## src/rtl/tdm_demux_4ch.sv

```systemverilog
// -----------------------------------------------------------------------------
// tdm_demux_4ch
//
// Receive side of a four-slot TDM link. Incoming qualified words are collected
// into three shadow registers plus the slot-3 word itself, and a completed
// frame is copied to the four channel outputs on a single edge. The outputs
// therefore always hold one coherent frame and never show a partial frame.
// Frame alignment comes from the fsync marker on slot 0. A two-state FSM
// (HUNT / LOCKED) discards data until the first marker arrives. It reports
// framing violations on sync_err.
//
// Ports:
//   clk        rising-edge clock
//   rst_n      asynchronous active-low reset
//   din        slot word, W bits, meaningful only while din_vld=1
//   din_vld    qualifies din; low cycles are gaps and freeze all framing state
//   fsync      marks the qualified word as slot 0
//   out0..out3 channel words of the last complete frame
//   frame_vld  one-cycle pulse when out0..out3 were just updated
//   locked     high while the FSM is LOCKED
//   sync_err   one-cycle pulse after any framing violation
// -----------------------------------------------------------------------------
module tdm_demux_4ch #(
    parameter int W = 1
) (
    input  logic         clk,
    input  logic         rst_n,
    input  logic [W-1:0] din,
    input  logic         din_vld,
    input  logic         fsync,
    output logic [W-1:0] out0,
    output logic [W-1:0] out1,
    output logic [W-1:0] out2,
    output logic [W-1:0] out3,
    output logic         frame_vld,
    output logic         locked,
    output logic         sync_err
);

    typedef enum logic {
        HUNT   = 1'b0,
        LOCKED = 1'b1
    } state_t;

    state_t       state, state_nxt;
    logic [1:0]   slot, slot_nxt;
    logic [W-1:0] sh0, sh1, sh2;
    logic [W-1:0] sh0_nxt, sh1_nxt, sh2_nxt;
    logic         load_outs;
    logic         frame_vld_nxt;
    logic         sync_err_nxt;

    // Framing decisions for the current word. Everything holds unless a
    // qualified word arrives. An early fsync restarts the frame at slot 0
    // and stays LOCKED. A missing fsync at slot 0 drops back to HUNT,
    // because alignment can no longer be trusted.
    always_comb begin
        state_nxt     = state;
        slot_nxt      = slot;
        sh0_nxt       = sh0;
        sh1_nxt       = sh1;
        sh2_nxt       = sh2;
        load_outs     = 1'b0;
        frame_vld_nxt = 1'b0;
        sync_err_nxt  = 1'b0;

        if (din_vld) begin
            unique case (state)
                HUNT: begin
                    if (fsync) begin
                        sh0_nxt   = din;
                        slot_nxt  = 2'd1;
                        state_nxt = LOCKED;
                    end
                end
                LOCKED: begin
                    if (fsync) begin
                        sync_err_nxt = (slot != 2'd0);
                        sh0_nxt      = din;
                        slot_nxt     = 2'd1;
                    end else begin
                        unique case (slot)
                            2'd0: begin
                                sync_err_nxt = 1'b1;
                                slot_nxt     = 2'd0;
                                state_nxt    = HUNT;
                            end
                            2'd1: begin
                                sh1_nxt  = din;
                                slot_nxt = 2'd2;
                            end
                            2'd2: begin
                                sh2_nxt  = din;
                                slot_nxt = 2'd3;
                            end
                            2'd3: begin
                                load_outs     = 1'b1;
                                frame_vld_nxt = 1'b1;
                                slot_nxt      = 2'd0;
                            end
                            default: ;
                        endcase
                    end
                end
                default: state_nxt = HUNT;
            endcase
        end
    end

    // Framing state: FSM, slot counter and the shadow registers.
    always_ff @(posedge clk or negedge rst_n) begin
        if (!rst_n) begin
            state <= HUNT;
            slot  <= 2'd0;
            sh0   <= '0;
            sh1   <= '0;
            sh2   <= '0;
        end else begin
            state <= state_nxt;
            slot  <= slot_nxt;
            sh0   <= sh0_nxt;
            sh1   <= sh1_nxt;
            sh2   <= sh2_nxt;
        end
    end

    // Channel outputs and status pulses. The slot-3 word goes straight to
    // out3, so all four channels change on the same edge.
    always_ff @(posedge clk or negedge rst_n) begin
        if (!rst_n) begin
            out0      <= '0;
            out1      <= '0;
            out2      <= '0;
            out3      <= '0;
            frame_vld <= 1'b0;
            sync_err  <= 1'b0;
        end else begin
            if (load_outs) begin
                out0 <= sh0;
                out1 <= sh1;
                out2 <= sh2;
                out3 <= din;
            end
            frame_vld <= frame_vld_nxt;
            sync_err  <= sync_err_nxt;
        end
    end

    assign locked = (state == LOCKED);

endmodule

```

## config.mk

```make
export PLATFORM = sky130hd
export DESIGN_NAME = tdm_demux_4ch
export DESIGN_NICKNAME = d
export VERILOG_FILES = /design/src/rtl/tdm_demux_4ch.sv
export SDC_FILE = /design/constraint.sdc
export NUM_CORES = 1
export LEC_CHECK = 0
export CORE_AREA = 3 3 40 42
export DETAILED_ROUTE_END_ITERATION = 8
export DIE_AREA = 0 0 43 45
export PLACE_DENSITY = 0.77
export SETUP_SLACK_MARGIN = 0.15
export SKIP_LAST_GASP = 1
export SLEW_MARGIN = 5
export SYNTH_ARGS = -nofsm -noshare
export SYNTH_HDL_FRONTEND = slang
export SYNTH_SLANG_ARGS = --single-unit
```

## constraint.sdc

```tcl
create_clock -name clk -period 1.4 [get_ports clk]
set_input_delay 0.21 -clock clk [delete_from_list [all_inputs] [get_ports clk]]
set_output_delay 0.21 -clock clk [all_outputs]
set_load 0.05 [all_outputs]
```

==> impl_metrics.py, run 1 <==
metrics = {
    "outcome": {
        "outcome": "complete, no violations",
    },
    "synth": {
        "synthesis.nets": 58,
        "ys_seq_elements": 12,
        "netlist_area_um2": 612,
        "synth_top_area_share_pct": 49.1,
        "synth-seq-area-share_pct": 49.1,
        "synth_cell_types": 17,
        "syn_inst": 47,
        "synth_top_area_cell": "dfrtp_1",
        "ys_warn_count": 0,
        "yosys-top-cells-area": "dfrtp_1 49%, mux2_2 13%, ha_1 12%, nand4b_4 3.9%, buf_6 3.7%",
        "avgSynthCellArea_um2": 13.0,
    },
    "routing": {
        "drt-initial-drc-count": 1,
        "avgViaCountPerCell": 5.29,
        "totalWireLength_um": 1090,
        "drt_pre_antenna_iters": 2,
        "wire_per_inst_um": 13.8,
        "drc_errors": 0,
        "vias": 418,
        "ant_nets": 0,
    },
    "layout": {
        "final_nets": 76,
        "postLayoutCellArea_um2": 891,
        "drive_gt1_share_pct": 53.1,
        "nFillCells": 93,
        "antenna_cells": 0,
        "fin_cells": 79,
        "synthToLayoutAreaGrowth_pct": 45.6,
    },
    "sta": {
        "hold_violations": 0,
        "setup_viol": 0,
        "final_max_slew_viol_count": 0,
        "postLayoutSetupSlackWorst_ns": 0.140,
        "skew_ns": 0.00778,
        "fmax_mhz": 794,
        "fin_crit_ns": 1.26,
        "fin_crit_sh_pct": 90.0,
        "rsz0062_at_grt": "true",
        "slew_headroom_pct": 83.6,
        "worstMarginPinSlew_ns": 0.244,
    },
    "global_route": {
        "grt_usage_pct": 12.7,
        "grt_pass1_vias": 409,
        "grt_start_max_net_pins": 13,
        "overflow": 0,
        "grt_antenna_before_repair": 0,
        "grt_pass1_wl_um": 1700,
    },
    "floorplanning": {
        "dieArea_mm2": 0.00194,
        "initial_core_util_pct": 47.6,
        "die_h_um": 45,
        "core-area_mm2": 0.00128,
        "die_w_um": 43,
        "rows": 13,
        "io_pins": 12,
    },
    "clock_tree": {
        "cts_sinks": 12,
        "clk_latency_ns": 0.28,
        "postCtsHoldBufs": 0,
        "h-tree-depth": 1,
        "cts_tree": "built",
        "cts_buffers": 3,
        "cts_buffer_depth": 2,
        "clk_pin_slew_ns": 0.08,
        "root_buffer": "clkbuf_4",
    },
    "critical_path": {
        "critPathKind": "reg2reg",
        "crit_arrival_ns": 1.42,
        "worstPathMaxFanout": 5,
        "cp-end-kind": "register",
        "worstPathRequired_ns": 1.56,
        "startpoint_type": "register",
    },
    "placement": {
        "io_buffers": 11,
        "dp_hpwl_um": 796,
        "place_area_um2": 805,
        "gp_congestion": 0.813,
        "placed_cells": 73,
        "pre_cts_ws_ns": -0.0321,
    },
    "min_path": {
        "hp-class": "in2async",
    },
    "pwr": {
        "powerDensity_mw_per_mm2": 2070,
        "p_int_mw": 1.10,
        "seqPwrFrac_pct": 35.3,
        "comb_power_share_pct": 52.3,
        "peakVddDrop_uv": 793,
        "p_clk_share_pct": 12.4,
        "p_switching_uw": 743,
        "swShare_pct": 40.3,
        "p_leak_nw": 0.412,
    },
    "flow_run": {
        "drv_cap": 0,
    },
}
==> state kept, by name, indices dropped and copies added (netlist names) <==
name       cells
frame_vld      1
locked         1
out0           1
out1           1
out2           1
out3           1
sh0            1
sh1            1
sh2            1
slot           2
sync_err       1
==> worst paths after layout <==
kind / start / endpoint / slack [ns] / depth (start not counted)
hold / removal: rst_n / sync_err / 0.23 / 2
min in group clk: sh2 / sh2 / 0.51 / 1
max in group asynchronous: rst_n / slot[0] / 1.01 / 2
hold reg to reg: sh2 / sh2 / 0.51 / 1
setup reg to reg: slot[0] / out3 / 0.14 / 3
setup / recovery: slot[0] / out3 / 0.14 / 3
==> cell type report <==
| cell class | count | area [µm²] | share of cell area [%] |
|---|---|---|---|
| Inverter | 4 | 15.0 | 1.69 |
| Sequential cell | 12 | 304 | 34.1 |
| Tap cell | 15 | 18.8 | 2.11 |
| Clock buffer | 4 | 26.3 | 2.95 |
| Multi-Input combinational cell | 28 | 309 | 34.7 |
| Timing Repair Buffer | 16 | 218 | 24.4 |
==> stage by stage <==
step / setup TNS, ns / total power, mW / util, % / hold slack [ns]
finish: 0 / 1.85 / 69.3 / 0.225
global route: 0 / 1.95 / 69.3 / 0.229
CTS: 0 / 1.77 / 65.2 / 0.229
detailed placement: -0.152 / 1.53 / 62.6 / 0.492
global placement: -0.0203 / 1.51 / 62.6 / 0.492
floorplan: 0 / 1.10 / - / -0.0856
==> cell usage in the layout (no fill, tap or decap), types with 2 or more instances in the layout <==
cell type | netlist | layout
inv_2 | 0 | 2
ha_2 | 0 | 2
inv_1 | 4 | 2
mux2_2 | 7 | 5
mux2_4 | 0 | 2
dfrtp_2 | 0 | 3
ha_1 | 6 | 2
ha_4 | 0 | 2
clkbuf_4 | 0 | 3
dfrtp_1 | 12 | 9
nor2_1 | 2 | 2
nand4b_1 | 2 | 2
nand2_1 | 2 | 2
buf_4 | 1 | 5
buf_12 | 0 | 7
clkdlybuf4s50_1 | 0 | 4
==> cells by family (layout without fill, tap and decap cells) <==
| group | Yosys count | after routing | share of synthesized area [%] |
|---|---|---|---|
| DFF | 12 | 12 | 49.1 |
| and+or+nand+nor | 12 | 12 | 15.1 |
| muxes | 7 | 7 | 12.9 |
| buffers and inverters | 7 | 24 | 7.36 |
| adders and majority gates | 6 | 6 | 12.3 |
| AOI/OAI and AO/OA | 3 | 3 | 3.27 |
==> metal layers <==
metal | share of wire, % | vias up | track usage (%) | wire length, µm
met2 | 45 | 12 | 17.7 | 492
met4 | 4.4 | 0 | 12.7 | 48
met1 | 45 | 202 | 16.0 | 491
met5 | 0 | - | 0 | 0
li1 | - | 199 | - | -
met3 | 5.2 | 5 | 2.39 | 57
==> cells in the mapped netlist <==
cell / count
a21oi_1: 1
or3b_1: 1
nand4b_1: 2
nor2_1: 2
nand2_1: 2
inv_1: 4
a31oi_1: 1
ha_1: 6
nand4b_4: 1
nand3_1: 1
mux2_2: 7
buf_6: 2
o221ai_1: 1
nor3_1: 2
dfrtp_1: 12
buf_4: 1
and4bb_2: 1
==> worst max-delay path, stage by stage (launching register included) <==
cell,delay [ns]
dfrtp_2,0.45
ha_2,0.21
nand4b_4,0.12
mux2_2,0.35
==> power groups by stage <==
stage | combinational (mW) | clock (mW) | sequential (mW)
global route | 1.02 | 0.255 | 0.673
detailed placement | 0.887 | 0 | 0.641
global placement | 0.869 | 0 | 0.636
floorplan | 0.264 | 0 | 0.832
finish | 0.965 | 0.230 | 0.651
CTS | 0.905 | 0.230 | 0.632
==> what timing repair did <==
item / in CTS / in global routing
hold endpoints to repair: 0 / 0
endpoints found under the setup margin: 5 / 6
setup buffers: 1 / 1
gates resized for setup: 0 / 13
pin swaps: 0 / 1
No activity file was read; power rests on OpenSTA's default activity.
==> run 2: changes to the inputs <==
--- a/config.mk
+++ b/config.mk
@@ -11,7 +11,6 @@
 export PLACE_DENSITY = 0.77
 export SETUP_SLACK_MARGIN = 0.15
 export SKIP_LAST_GASP = 1
-export SLEW_MARGIN = 5
 export SYNTH_ARGS = -nofsm -noshare
 export SYNTH_HDL_FRONTEND = slang
 export SYNTH_SLANG_ARGS = --single-unit
==> results of run 2 <==
No change in the layout: final DEF, timing and power equal those of run 1.
==> run 3: changes to the inputs <==
--- a/config.mk
+++ b/config.mk
@@ -6,6 +6,7 @@
 export NUM_CORES = 1
 export LEC_CHECK = 0
 export CORE_AREA = 3 3 40 42
+export CTS_BUF_LIST = sky130_fd_sc_hd__clkbuf_8
 export DETAILED_ROUTE_END_ITERATION = 8
 export DIE_AREA = 0 0 43 45
 export PLACE_DENSITY = 0.77
==> run 3 against run 2 <==
Non-clock buffer count down 1. Core utilization up 0.29 points. Worst hold slack better by 0.042 ns. Final cell count decreased by 1.3%. Critical path depth is the same. Combinational power down 2.5%. Flip-flop and latch count unchanged. First-iteration DRC count increased to 4.0 times the previous value.
==> impl_metrics.py, run 3 (synthesized netlist as in run 1, its figures left out) <==
metrics = {
    "floorplanning": {
        "io_pins": 12,
        "core-area_mm2": 0.00128,
        "die_w_um": 43,
        "dieArea_mm2": 0.00194,
        "initial_core_util_pct": 47.6,
        "rows": 13,
        "die_h_um": 45,
    },
    "sta": {
        "skew_ns": 0.00406,
        "setup_viol": 0,
        "slew_headroom_pct": 82.9,
        "fin_crit_sh_pct": 89.8,
        "holdWs_ns": 0.267,
        "fmax_mhz": 796,
        "worstMarginPinSlew_ns": 0.255,
        "hold_violations": 0,
        "tns_ns": 0,
        "final_max_slew_viol_count": 0,
        "fin_crit_ns": 1.26,
        "rsz0062_at_grt": "true",
    },
    "critical_path": {
        "crit_start": "slot[0]",
        "critPathKind": "reg2reg",
        "crit_arrival_ns": 1.38,
        "worstPathMaxFanout": 5,
        "crit_family": "flip-flops",
        "cp-end-kind": "register",
        "max_stage_delay_ns": 0.44,
        "startpoint_type": "register",
        "path_cells": "ha_2, nand4b_4, mux2_2",
        "r2r-start": "slot[0]",
        "cp_num_buf_inv": 0,
        "slowest_stage": "dfrtp_2",
        "worstPathRequired_ns": 1.52,
    },
    "global_route": {
        "grt_pass1_wl_um": 1730,
        "grt_start_max_net_pins": 13,
        "overflow": 0,
        "grt_pass1_vias": 411,
        "grt_antenna_before_repair": 0,
        "grt_usage_pct": 12.8,
    },
    "layout": {
        "antenna_cells": 0,
        "final_common_cell": "dfrtp_1",
        "regMostFlops": "slot",
        "drive_gt1_share_pct": 49.2,
        "postLayoutCellArea_um2": 895,
        "synthToLayoutAreaGrowth_pct": 46.2,
        "final_nets": 75,
        "mostFrequentLayoutCells": "9 x dfrtp_1, 7 x buf_12, 5 x mux2_2",
        "largest_register_ffs": 2,
        "fin_cells": 78,
        "nFillCells": 96,
    },
    "min_path": {
        "hp-class": "in2async",
    },
    "clock_tree": {
        "h-tree-depth": 1,
        "clk_latency_ns": 0.24,
        "cts_tree": "built",
        "cts_buffer_depth": 2,
        "root_buffer": "clkbuf_8",
        "cts_buffers": 3,
        "clk_pin_slew_ns": 0.05,
        "postCtsHoldBufs": 0,
        "cts_sinks": 12,
    },
    "routing": {
        "drt-initial-drc-count": 4,
        "ant_nets": 0,
        "totalWireLength_um": 1120,
        "drc_errors": 0,
        "drt_pre_antenna_iters": 2,
        "wire_per_inst_um": 14.4,
        "vias": 407,
        "avgViaCountPerCell": 5.22,
    },
    "placement": {
        "place_area_um2": 805,
        "io_buffers": 11,
        "placed_cells": 73,
        "gp_congestion": 0.813,
        "dp_hpwl_um": 796,
    },
    "pwr": {
        "seqPwrFrac_pct": 34.1,
        "comb_power_share_pct": 49.0,
        "p_switching_uw": 751,
        "powerDensity_mw_per_mm2": 2140,
        "peakVddDrop_uv": 935,
        "p_clk_share_pct": 16.8,
        "p_int_mw": 1.17,
        "p_leak_nw": 0.419,
        "swShare_pct": 39.2,
    },
    "flow_run": {
        "drv_cap": 0,
    },
    "outcome": {
        "outcome": "complete, no violations",
    },
}
## run 3: routing by layer
metal | global-route usage [%] | wire length [µm]
met5 | 0 | 0
met2 | 18.3 | 545
met3 | 3.59 | 53
met1 | 16.0 | 496
met4 | 10.8 | 29
## run 3: final timing paths
check | end | slack, ns | cells past startpoint
worst min-delay path | sync_err | 0.27 | 2
min in group clk | sh0 | 0.51 | 1
worst max register to register | out3 | 0.14 | 3
worst max-delay path | out3 | 0.14 | 3
worst min register to register | sh0 | 0.51 | 1
max in group asynchronous | slot[0] | 0.97 | 2
## run 3: layout make-up
cell class	count	area [µm²]	share of cell area (%)
multi-input cells	28	302	33.7
clock inverters	1	3.75	0.420
clock buffers	3	41.3	4.62
inverters	4	15.0	1.68
flip-flops and latches	12	304	34.0
repair buffers	15	210	23.5
well taps	15	18.8	2.10
## run 3: metrics by stage
step                      worst slack (ns)  total power [mW]  utilization (%)
after global routing                 0.113              2.01             69.6
after CTS                            0.136              1.86             66.7
final                                0.143              1.92             69.6
after global placement            -0.00962              1.51             62.6
after detailed placement           -0.0321              1.53             62.6
after floorplan                      0.165              1.10                -
## run 3: power groups by stage
stage	clock [mW]	sequential, mW	combinational (mW)
5_1_grt	0.346	0.673	0.992
4_1_cts	0.326	0.633	0.905
2_1_floorplan	0	0.832	0.264
3_5_place_dp	0	0.641	0.887
3_3_place_gp	0	0.636	0.869
6_report	0.323	0.655	0.941
## run 3: what timing repair did
item | CTS | global route
pin swaps | 0 | 0
gates cloned | 0 | 0
buffers inserted | 1 | 0
resized for setup | 0 | 11
endpoints found under the setup margin | 5 | 6
